<file path="config.mk">
export PLATFORM = sky130hd
export DESIGN_NAME = jtpopeye_objscan
export DESIGN_NICKNAME = d
export VERILOG_FILES = /design/src/rtl/jtpopeye_objscan.sv
export SDC_FILE = /design/constraint.sdc
export NUM_CORES = 1
export LEC_CHECK = 0
export ABC_CLOCK_PERIOD_IN_PS = 5300
export CORE_MARGIN = 3
export CORE_UTILIZATION = 50
export DETAILED_ROUTE_END_ITERATION = 10
export PLACE_DENSITY = 0.88
export SLEW_MARGIN = 10
export SYNTH_ARGS = -nofsm -noshare
export SYNTH_HDL_FRONTEND = slang
export SYNTH_SLANG_ARGS = --single-unit
</file>
<file path="constraint.sdc">
create_clock -name clk -period 5.3 [get_ports clk]
set_input_delay 1.06 -clock clk [delete_from_list [all_inputs] [get_ports clk]]
set_output_delay 1.06 -clock clk [all_outputs]
set_load 0.1 [all_outputs]
</file>
<file path="src/rtl/jtpopeye_objscan.sv">
// Per-line sprite scanner: walks the 64-entry object RAM once per line and
// packs the objects that cover the next scanline into the back line-buffer bank.
module jtpopeye_objscan #(
    parameter int OBJ_H  = 16,
    parameter int MAXSPR = 64
) (
    input  logic        clk,
    input  logic        rst_n,
    input  logic        H0_cen,
    input  logic        line_start,
    input  logic [7:0]  V,
    output logic [5:0]  obj_addr,
    input  logic [28:0] obj_data,
    output logic        buf_we,
    output logic [5:0]  buf_addr,
    output logic [17:0] buf_din,
    output logic        bank,
    output logic        busy,
    output logic [6:0]  count,
    output logic        ovf
);

    typedef enum logic [1:0] {IDLE, FETCH, EVAL, DONE} state_t;

    // Rows beyond the sprite height never reach the line buffer.
    localparam logic [3:0] ROW_MASK = (OBJ_H >= 16) ? 4'hF : 4'(OBJ_H - 1);
    localparam logic [8:0] OBJ_H9   = 9'(OBJ_H);
    localparam logic [6:0] MAX7     = 7'(MAXSPR);

    state_t      r_state, w_state_nxt;
    logic        r_pending;
    logic [5:0]  r_idx;
    logic [5:0]  r_obj_addr;
    logic        r_buf_we;
    logic [5:0]  r_buf_addr;
    logic [17:0] r_buf_din;
    logic        r_bank;
    logic [6:0]  r_count;
    logic        r_ovf;

    logic        w_start;
    logic [7:0]  w_y;
    logic [7:0]  w_dy;
    logic [3:0]  w_row;
    logic        w_hit;
    logic        w_room;
    logic        w_unused;

    assign w_start  = r_pending | line_start;
    assign w_y      = obj_data[15:8];
    assign w_dy     = V + 8'd1 - w_y;
    assign w_hit    = (w_y != 8'd0) && ({1'b0, w_dy} < OBJ_H9);
    assign w_row    = (w_dy[3:0] ^ {4{obj_data[27]}}) & ROW_MASK;
    assign w_room   = r_count < MAX7;
    assign w_unused = &{1'b0, obj_data[7:1]};

    // A start seen between enables is held until the enable that acts on it.
    always_ff @(posedge clk or negedge rst_n) begin
        if (!rst_n) begin
            r_pending <= 1'b0;
        end else if (H0_cen) begin
            r_pending <= 1'b0;
        end else if (line_start) begin
            r_pending <= 1'b1;
        end
    end

    always_ff @(posedge clk or negedge rst_n) begin
        if (!rst_n) r_state <= IDLE;
        else        r_state <= w_state_nxt;
    end

    // NOTE: every combinational output gets a default first so no path leaves it unassigned (no latch).
    always_comb begin
        w_state_nxt = r_state;
        if (H0_cen) begin
            if (w_start) begin
                w_state_nxt = FETCH;
            end else begin
                case (r_state)
                    FETCH:   w_state_nxt = EVAL;
                    EVAL:    w_state_nxt = (r_idx == 6'd63) ? DONE : FETCH;
                    default: w_state_nxt = r_state;
                endcase
            end
        end
    end

    // NOTE: sequential state uses non-blocking assignments so every register samples pre-edge values.
    always_ff @(posedge clk or negedge rst_n) begin
        if (!rst_n) begin
            r_idx      <= 6'd0;
            r_obj_addr <= 6'd0;
            r_buf_we   <= 1'b0;
            r_buf_addr <= 6'd0;
            r_buf_din  <= 18'd0;
            r_bank     <= 1'b0;
            r_count    <= 7'd0;
            r_ovf      <= 1'b0;
        end else if (H0_cen) begin
            r_buf_we <= 1'b0;
            if (w_start) begin
                r_bank  <= ~r_bank;
                r_idx   <= 6'd0;
                r_count <= 7'd0;
                r_ovf   <= 1'b0;
            end else begin
                case (r_state)
                    FETCH: r_obj_addr <= r_idx;
                    EVAL: begin
                        if (w_hit) begin
                            if (w_room) begin
                                r_buf_we   <= 1'b1;
                                r_buf_addr <= r_count[5:0];
                                r_buf_din  <= {obj_data[28:24], obj_data[23:16], w_row, obj_data[0]};
                                r_count    <= r_count + 7'd1;
                            end else begin
                                r_ovf <= 1'b1;
                            end
                        end
                        if (r_idx != 6'd63) r_idx <= r_idx + 6'd1;
                    end
                    default: ;
                endcase
            end
        end
    end

    assign obj_addr = r_obj_addr;
    assign buf_we   = r_buf_we;
    assign buf_addr = r_buf_addr;
    assign buf_din  = r_buf_din;
    assign bank     = r_bank;
    assign busy     = (r_state == FETCH) || (r_state == EVAL);
    assign count    = r_count;
    assign ovf      = r_ovf;

endmodule

</file>
# Word-level counts from Yosys, hierarchy flattened
# Cells that the tools add are included.
[op_classes]
addsub = 4
magnitude_cmp = 2
n_eq_ne = 5
muxes = 20
bitwise = 4
reduce_logical = 16
[op_table]
columns = ["operator", "n"]
rows = [
  ["7-bit 2-to-1 mux", 4],
  ["6-bit 2-to-1 mux", 3],
  ["1-bit 2-to-1 mux", 10],
  ["2-bit nonzero test", 5],
  ["8-bit by 1-bit adder with 8-bit output (second input constant)", 1],
  ["8-bit by 5-bit < comparator with 1-bit output (second input constant)", 1],
  ["4-bit AND reduction", 2],
  ["8-bit nonzero test", 1],
  ["8-bit subtractor", 1],
  ["7-bit by 1-bit adder with 7-bit output (second input constant)", 1],
  ["7-bit < comparator (second input constant)", 1],
  ["6-bit by 1-bit adder with 6-bit output (second input constant)", 1],
  ["6-bit == test (second input constant)", 1],
  ["6-bit inequality test (second input constant)", 1],
  ["3-bit AND reduction", 2],
  ["5-bit AND reduction", 1],
  ["2-bit 2-to-1 mux", 2],
  ["2-bit case mux with 2 select lines", 1],
  ["2-bit AND reduction", 2],
  ["4-bit XOR", 1],
  ["3-bit nonzero test", 1],
  ["2-bit by 1-bit == test with 1-bit output (second input constant)", 1],
  ["2-bit == test (second input constant)", 1],
  ["2-bit inequality test (second input constant)", 1],
  ["4 further kinds", 5],
]
[word_totals]
reg_bits = 49

# Logic depth before layout (Yosys ltp)
# Gate-level depths: netlist of the first run.
[logic_depth]
word_depth = 7
ltp_mapped = 12
mapped_depth_nobuf = 11

# Worst setup path before layout of the first run
# OpenSTA, ideal clock, no wires.
[synth_path]
kind = "input -> register"
start = "input V[1]"
end = "register r_buf_din[10], in the netlist buf_din[10]"
setup_time_ns = 0.125
arrival_ns = 3.492
t_required_ns = 5.175
slack_ns = 1.683
path_stages = 12
path_buffers = 1
cell_sequence = "inv_1 -> ha_1 -> inv_1 -> ha_1 -> fa_1 -> a21o_1 -> a21oi_1 -> xnor2_1 -> nor4_4 -> nand3_4 -> buf_6 -> mux2_4"
[synth_via]
elab_chain_len = 5
[synth_rtl]
columns = ["item", "line_no", "source"]
rows = [
  ["from (decl)", "11", "input logic [7:0] V,"],
  ["8-bit by 1-bit adder with 8-bit output", "51", "assign w_dy = V + 8'd1 - w_y;"],
  ["8-bit subtractor", "51", ""],
  ["8-bit by 5-bit < comparator with 1-bit output", "52", "assign w_hit = (w_y != 8'd0) && ({1'b0, w_dy} < OBJ_H9);"],
  ["1-bit logical AND", "52", ""],
  ["5-bit AND reduction (no source line)", "n/a", ""],
  ["to (signal assigned)", "115", "r_buf_din <= {obj_data[28:24], obj_data[23:16], w_row, obj_data[0]};"],
  ["to (decl)", "36", "logic [17:0] r_buf_din;"],
]
# No other way between the ends.
# A chain may end at the register's enable or synchronous reset.

# Worst setup path after layout of the first run
# Ends and elaborated chain as after synthesis.

==> results of run 1 <==
==> metrics by stage <==
stage	hold WS (ns)	power, uW	setup WS, ns	utilization (%)	cell area, sq um
after floorplan	0.464	786	1.68	-	2650
after global placement	0.466	901	0.834	70.0	3440
after detailed placement	0.475	911	0.751	70.0	3440
after CTS	0.487	1140	1.06	71.9	3530
after global routing	0.525	1180	0.898	71.9	3530
final	0.486	1130	1.08	71.9	3530
==> power by group <==
| part | internal (uW) | switching (uW) | total, uW |
|---|---|---|---|
| logic | 141 | 332 | 473 |
| registers | 408 | 22.4 | 430 |
| clock network | 95.3 | 131 | 226 |
==> sequential cells by signal, summed over array words and instances, names as in the netlist <==
register and flops:
r_idx 6, buf_addr 6, buf_din 18, r_state 2
ovf 1, r_pending 1, buf_we 1, obj_addr 6
count 7, bank 1
==> cell usage in the layout, fill, tap and decap left out, types with 2 or more instances in the layout <==
cell type / synthesis / final
sky130_fd_sc_hd__clkdlybuf4s50_1: 0 / 73
sky130_fd_sc_hd__dfrtp_1: 49 / 49
sky130_fd_sc_hd__nor2_1: 19 / 19
sky130_fd_sc_hd__mux2_4: 17 / 17
sky130_fd_sc_hd__ha_1: 17 / 17
sky130_fd_sc_hd__inv_1: 15 / 15
sky130_fd_sc_hd__nand2_1: 14 / 14
sky130_fd_sc_hd__mux2_2: 13 / 13
sky130_fd_sc_hd__xor2_1: 8 / 8
sky130_fd_sc_hd__o21ai_0: 7 / 7
sky130_fd_sc_hd__nand4_1: 6 / 6
sky130_fd_sc_hd__xnor2_1: 5 / 5
sky130_fd_sc_hd__nand3_1: 5 / 5
sky130_fd_sc_hd__clkbuf_8: 0 / 5
sky130_fd_sc_hd__o21a_1: 4 / 4
sky130_fd_sc_hd__and3_1: 4 / 4
sky130_fd_sc_hd__a31o_2: 4 / 4
sky130_fd_sc_hd__a21oi_1: 3 / 3
sky130_fd_sc_hd__nor3_1: 3 / 3
sky130_fd_sc_hd__nand2b_1: 3 / 3
sky130_fd_sc_hd__nor4_1: 2 / 2
sky130_fd_sc_hd__a211oi_1: 2 / 2
sky130_fd_sc_hd__nand3b_1: 2 / 2
sky130_fd_sc_hd__and2_1: 2 / 2
sky130_fd_sc_hd__mux2i_1: 2 / 2
==> cells by family after synthesis <==
family | Yosys count
flops | 49
buf+inv | 20
compound gates | 29
mux | 32
xor+xnor | 13
fa+ha+maj | 18
simple gates | 65
==> path summary, 6_finish.rpt <==
check                      startpoint     endpoint  slack, ns  cells after the start
max                              V[1]  buf_din[10]       1.08                     12
min                              bank         bank       0.49                      1
max reg2reg                r_state[0]  buf_din[10]       2.97                      6
min reg2reg                      bank         bank       0.49                      1
max in group asynchronous       rst_n     r_idx[0]       4.05                      2
min in group asynchronous       rst_n  buf_din[15]       0.83                      2
==> synth_stat cells (2+ instances only) <==
cell type / instances / area [sq um]
sky130_fd_sc_hd__dfrtp_1: 49 / 1230
sky130_fd_sc_hd__nor2_1: 19 / 71.3
sky130_fd_sc_hd__ha_1: 17 / 213
sky130_fd_sc_hd__mux2_4: 17 / 255
sky130_fd_sc_hd__inv_1: 15 / 56.3
sky130_fd_sc_hd__nand2_1: 14 / 52.6
sky130_fd_sc_hd__mux2_2: 13 / 146
sky130_fd_sc_hd__xor2_1: 8 / 70.1
sky130_fd_sc_hd__o21ai_0: 7 / 35.0
sky130_fd_sc_hd__nand4_1: 6 / 37.5
sky130_fd_sc_hd__nand3_1: 5 / 25.0
sky130_fd_sc_hd__xnor2_1: 5 / 43.8
sky130_fd_sc_hd__a31o_2: 4 / 35.0
sky130_fd_sc_hd__and3_1: 4 / 25.0
sky130_fd_sc_hd__o21a_1: 4 / 30.0
sky130_fd_sc_hd__a21oi_1: 3 / 15.0
sky130_fd_sc_hd__clkbuf_1: 3 / 11.3
sky130_fd_sc_hd__nand2b_1: 3 / 18.8
sky130_fd_sc_hd__nor3_1: 3 / 15.0
sky130_fd_sc_hd__a211oi_1: 2 / 15.0
sky130_fd_sc_hd__and2_1: 2 / 12.5
sky130_fd_sc_hd__buf_6: 2 / 22.5
sky130_fd_sc_hd__mux2i_1: 2 / 20.0
sky130_fd_sc_hd__nand3b_1: 2 / 15.0
sky130_fd_sc_hd__nor4_1: 2 / 12.5
==> worst max-delay path, cell delays in order <==
cell,delay (ns)
sky130_fd_sc_hd__clkdlybuf4s50_1,0.48
sky130_fd_sc_hd__inv_1,0.07
sky130_fd_sc_hd__ha_1,0.27
sky130_fd_sc_hd__inv_1,0.04
sky130_fd_sc_hd__ha_1,0.23
sky130_fd_sc_hd__fa_1,0.43
sky130_fd_sc_hd__a21o_1,0.18
sky130_fd_sc_hd__a21oi_1,0.19
sky130_fd_sc_hd__xnor2_1,0.15
sky130_fd_sc_hd__nor4_4,0.42
sky130_fd_sc_hd__nand3_4,0.45
sky130_fd_sc_hd__mux2_4,0.44
==> per-layer routing <==
layer,wire length [um],part of all wire (%),vias up
met4,82,1.4,0
met5,0,0,-
met1,2410,41,956
li1,-,-,948
met2,2960,50,72
met3,436,7.4,9
==> cell type report <==
type                    instances  area (sq um)
fillers                       336          1380
clock inverters                 3          25.0
multi-input cells             157          1330
well taps                      67          83.8
flip-flops and latches         49          1230
inverters                      15          56.3
repair buffers                 75           743
clock buffers                   5          68.8
==> Implementation_results.wiki, run 1 <==
{| class="wikitable"
! Metric !! Value
|-
| Pin count of the biggest net entering global routing || 50
|-
| Clock tree from TritonCTS || done
|-
| Worst Path Class, Setup || in2reg
|-
| Wire length reported by the detailed router || 5.90 mm
|-
| Ports placed on the boundary || 82
|-
| Min Tclk post-route || 4.22 ns
|-
| Area growth, synth to finish || 33.5%
|-
| Vias || 1985
|-
| Detailed-route wire length per cell || 15.9 um
|-
| HPWL after detailed placement || 4.43 mm
|-
| Signal arrival time at the worst endpoint || 4.42 ns
|-
| Setup-violating endpoint count in the final report || 0
|-
| Met1 usage in global routing || 23.7%
|-
| Nets || 362
|-
| Pleak || 0.00168 uW
|-
| Number of I/O port buffers || 74
|-
| Cell area after synthesis || 0.00265 sq mm
|-
| Worst-skew pair later-pin latency || 0.32 ns
|-
| Final Hold Fails || 0
|-
| Overall die area || 0.00620 sq mm
|-
| Path class of the lowest-slack min-delay path || reg2reg
|-
| Antenna cells || 0
|-
| Remaining Overflow, GRT || 0
|-
| Async SR Flop Fraction || 100%
|-
| # placed instances || 363
|-
| Timing-limited maximum frequency || 237 MHz
|-
| Effective utilization at floorplan || 53.9%
|-
| Worst-Margin Slew || 1.02 ns
|-
| Number of synthesized register bits || 49
|-
| Relative slew slack || 32.0%
|-
| Proportion of synthesized chip area in sequential cells || 46.3%
|-
| GRT Resource Usage Total || 20.4%
|-
| Total power per unit cell area || 320 mW/mm^2
|-
| Outcome || finished clean
|-
| RePlAce Congestion || 0.788
|-
| CTS clk-pin slew, worst paths || 0.09 ns
|-
| Adder and majority gate portion of the synthesized area || 8.79%
|-
| Unrepaired setup endpoints after global routing || false
|-
| Worst path required time || 5.50 ns
|-
| Count of maximum capacitance violations || 0
|-
| Crit path capture type || register
|-
| Number of hold buffers added after CTS || 0
|-
| Die extent in x || 78.8 um
|-
| Share of cells above drive strength 1 || 16.8%
|-
| Maximum level of the CTS H-tree || 2
|-
| Via count of the first global-routing pass || 2056
|-
| Post-CTS setup buffer count || 0
|-
| Synthesized netlist cell count || 226
|-
| PostCTS Resize Cnt || 0
|-
| Basic-gate share of the synthesized area counting and, or, nand and nor cells || 13.1%
|-
| TritonCTS sink count || 49
|-
| Initial antenna violation count || 0
|-
| Placeable core region || 0.00491 sq mm
|-
| Detailed router's first-iteration violation count || 106
|-
| Number of non-filler instances in the completed layout || 371
|-
| Yosys warns || 0
|-
| VDD IR max || 0.322 mV
|-
| Synth Area in Compound Gates || 8.09%
|-
| Mapped Avg Cell Area || 11.7 sq um
|-
| Post-synthesis net count || 285
|-
| Count of cell types in the netlist || 40
|-
| Post-route setup TNS || 0 ns
|-
| Inserted Clock Buffers || 5
|-
| Count of antenna-violating nets left after detailed routing || 0
|-
| Type of element launching the critical path || input port
|-
| Routing layer with the top usage in global route || met2
|-
| Number of iterations in the first detailed-routing pass || 4
|-
| Met3 GRT Util || 5.44%
|-
| Buffer levels on the longest clock path || 2
|-
| Global-route wire length before repair || 9.96 mm
|-
| Post-detailed-route DRC marker count || 0
|-
| Final-report max-slew violation count || 0
|-
| Portion of netlist area occupied by mux cells || 15.9%
|-
| Dominant combinational cell family by area after synthesis || multiplexers
|-
| Height of the die || 78.8 um
|-
| Row cnt || 25
|-
| Grt met2 use || 36.9%
|-
| Count of flip-flops with a built-in enable after synthesis || 0
|-
| Drt via density || 5.35
|-
| Tcrit/Tclk final || 79.6%
|-
| Top_reg_cell synth || sky130_fd_sc_hd__dfrtp_1
|-
| CTS Root Cell || sky130_fd_sc_hd__clkbuf_8
|-
| Worst-case clock skew || 0.0107 ns
|-
| XOR/XNOR Fraction of Synth Area || 4.30%
|-
| Biggest fanout along the worst timing path || 27
|}
Power figures use the tool's default switching activity.
==> inputs of run 2 (changes only) <==
--- a/config.mk
+++ b/config.mk
@@ -5,11 +5,11 @@
 export SDC_FILE = /design/constraint.sdc
 export NUM_CORES = 1
 export LEC_CHECK = 0
-export ABC_CLOCK_PERIOD_IN_PS = 5300
+export ABC_CLOCK_PERIOD_IN_PS = 3800
 export CORE_MARGIN = 3
-export CORE_UTILIZATION = 50
+export CORE_UTILIZATION = 42
 export DETAILED_ROUTE_END_ITERATION = 10
-export PLACE_DENSITY = 0.88
+export PLACE_DENSITY = 0.79
 export SLEW_MARGIN = 10
 export SYNTH_ARGS = -nofsm -noshare
 export SYNTH_HDL_FRONTEND = slang
==> constraint.sdc (replaced) <==
create_clock -name clk -period 3.8 [get_ports clk]
set_input_delay 0.76 -clock clk [delete_from_list [all_inputs] [get_ports clk]]
set_output_delay 0.76 -clock clk [all_outputs]
set_load 0.1 [all_outputs]
==> run 2 against run 1 <==
Die area is 18% higher. Register-to-register slack worse by 1.2 ns. Utilization shrank 12 points. Sequential cell count did not move. Final cell count increased by 3.2%. Wire length fell by 6.4%. Critical endpoint is now buf_din[8]. Final area grew 1.4%. Worst hold slack lost 0.010 ns. Critical path type unchanged. Non-clock buffer count is 4 higher. Via count shrank 2.0%. Global-route usage fell by 4.4 points.
==> Implementation_results.wiki, run 2 (synthesis gave the netlist of run 1 again) <==
{| class="wikitable"
! Metric !! Value
|-
| Outcome || finished clean
|-
| Share of total power in combinational logic || 41.7%
|-
| Detailed-route wire length per cell || 14.4 um
|-
| Worst path required time || 4.00 ns
|-
| Most common library cell in the layout ignoring fill and taps || sky130_fd_sc_hd__clkdlybuf4s50_1
|-
| Placeable core region || 0.00603 sq mm
|-
| Maximum level of the CTS H-tree || 2
|-
| Overall power of the completed layout || 1580 uW
|-
| Sequential Power Share || 37.9%
|-
| Drt via density || 5.08
|-
| PostCTS Resize Cnt || 0
|-
| Count of maximum capacitance violations || 0
|-
| Effective utilization at floorplan || 43.9%
|-
| Number of flip-flops in the largest register || 18
|-
| Vias || 1946
|-
| Type of element launching the critical path || input port
|-
| Antenna cells || 0
|-
| NetSw || 676 uW
|-
| TritonCTS sink count || 49
|-
| Die extent in x || 85.4 um
|-
| Tcrit/Tclk final || 91.9%
|-
| Final-report max-slew violation count || 0
|-
| Overall die area || 0.00729 sq mm
|-
| Final Hold Fails || 0
|-
| VDD IR max || 0.441 mV
|-
| Worst slack, placed || -0.0241 ns
|-
| Power Internal || 901 uW
|-
| Total area of sequential cells || 0.00123 sq mm
|-
| Signal arrival time at the worst endpoint || 3.69 ns
|-
| Fill cell total of the finished layout || 519
|-
| Number of hold buffers added after CTS || 0
|-
| Switch share || 42.9%
|-
| RePlAce Congestion || 0.820
|-
| Row cnt || 28
|-
| Number of iterations in the first detailed-routing pass || 4
|-
| Remaining Overflow, GRT || 0
|-
| Buffer levels on the longest clock path || 2
|-
| Timing-limited maximum frequency || 286 MHz
|-
| Pleak || 0.00171 uW
|-
| Nets || 366
|-
| Clock group share of total power || 20.3%
|-
| Global-route wire length before repair || 9.49 mm
|-
| Height of the die || 85.4 um
|-
| Inserted Clock Buffers || 5
|-
| Min Tclk post-route || 3.49 ns
|-
| Unrepaired setup endpoints after global routing || false
|-
| Clock tree from TritonCTS || done
|-
| Relative slew slack || 27.5%
|-
| Number of I/O port buffers || 74
|-
| Worst-skew pair later-pin latency || 0.31 ns
|-
| Path class of the lowest-slack min-delay path || reg2reg
|-
| GRT Resource Usage Total || 16.0%
|-
| Area of the multi-input gates || 0.00133 sq mm
|-
| Leading cell types in the layout, fill and taps excluded || sky130_fd_sc_hd__clkdlybuf4s50_1, sky130_fd_sc_hd__dfrtp_1, sky130_fd_sc_hd__nor2_1
|-
| Setup-violating endpoint count in the final report || 0
|-
| Via count of the first global-routing pass || 2032
|-
| Detailed router's first-iteration violation count || 102
|-
| Post-CTS setup buffer count || 0
|-
| Least setup slack across all paths after layout || 0.306 ns
|-
| Area growth, synth to finish || 35.4%
|-
| Number of non-filler instances in the completed layout || 383
|-
| Initial antenna violation count || 0
|-
| Crit path capture type || register
|-
| CTS Root Cell || sky130_fd_sc_hd__clkbuf_8
|-
| Worst-case hold slack || 0.475 ns
|-
| Pin count of the biggest net entering global routing || 50
|-
| Wire length reported by the detailed router || 5.52 mm
|-
| Share of cells above drive strength 1 || 18.2%
|-
| Worst-Margin Slew || 1.09 ns
|-
| Worst Path Class, Setup || in2reg
|-
| Ports placed on the boundary || 82
|-
| HPWL after detailed placement || 4.13 mm
|-
| Count of antenna-violating nets left after detailed routing || 0
|-
| CTS clk-pin slew, worst paths || 0.10 ns
|-
| Biggest fanout along the worst timing path || 22
|-
| Worst-case clock skew || 0.00693 ns
|-
| Post-detailed-route DRC marker count || 0
|-
| Total power per unit cell area || 440 mW/mm^2
|-
| # placed instances || 375
|}
==> run 2: final timing paths <==
check	start	end	slack, ns	depth (start not counted)
max	V[1]	buf_din[8]	0.31	13
min	bank	bank	0.48	1
max reg2reg	r_state[0]	r_idx[3]	1.81	8
min reg2reg	bank	bank	0.48	1
max in group asynchronous	rst_n	r_idx[1]	2.49	1
min in group asynchronous	rst_n	buf_din[14]	0.65	1
==> run 2: critical path, cell delays in order <==
cell and delay (ns):
sky130_fd_sc_hd__clkdlybuf4s50_1 0.45, sky130_fd_sc_hd__inv_1 0.04, sky130_fd_sc_hd__ha_1 0.27, sky130_fd_sc_hd__inv_1 0.04, sky130_fd_sc_hd__ha_1 0.23, sky130_fd_sc_hd__fa_1 0.43, sky130_fd_sc_hd__a21o_1 0.18, sky130_fd_sc_hd__a21oi_1 0.18
sky130_fd_sc_hd__xnor2_1 0.14, sky130_fd_sc_hd__nor4_4 0.34, sky130_fd_sc_hd__nand3_4 0.13, sky130_fd_sc_hd__buf_12 0.19, sky130_fd_sc_hd__mux2_4 0.30
==> run 2: cell type report <==
type / instances / area share, %
repair buffers: 79 / 21.9
clock buffers: 5 / 1.92
inverters: 15 / 1.57
well taps: 75 / 2.62
clock inverters: 3 / 0.698
flip-flops and latches: 49 / 34.2
multi-input cells: 157 / 37.1
==> run 2: metal layers <==
layer | wire length (um) | GRT usage (%) | vias to the layer above
met5 | 0 | 0 | -
met4 | 37 | 3.88 | 0
met3 | 392 | 4.17 | 5
met2 | 2560 | 25.6 | 61
met1 | 2530 | 21.9 | 925
li1 | - | - | 955
==> run 2: power groups by stage <==
stage / clock network, uW / registers (uW) / logic, uW
detailed placement: 0 / 609 / 662
global route: 355 / 605 / 697
floorplan: 0 / 878 / 218
CTS: 331 / 599 / 664
finish: 321 / 598 / 658
global placement: 0 / 607 / 653
==> run 2: through the flow <==
step,util [%],area (sq um),setup TNS [ns]
3_5_place_dp,57.9,3490,-0.269
6_report,59.5,3580,0
5_1_grt,59.5,3580,0
4_1_cts,59.5,3580,0
2_1_floorplan,-,2650,0
3_3_place_gp,57.9,3490,-0.0328
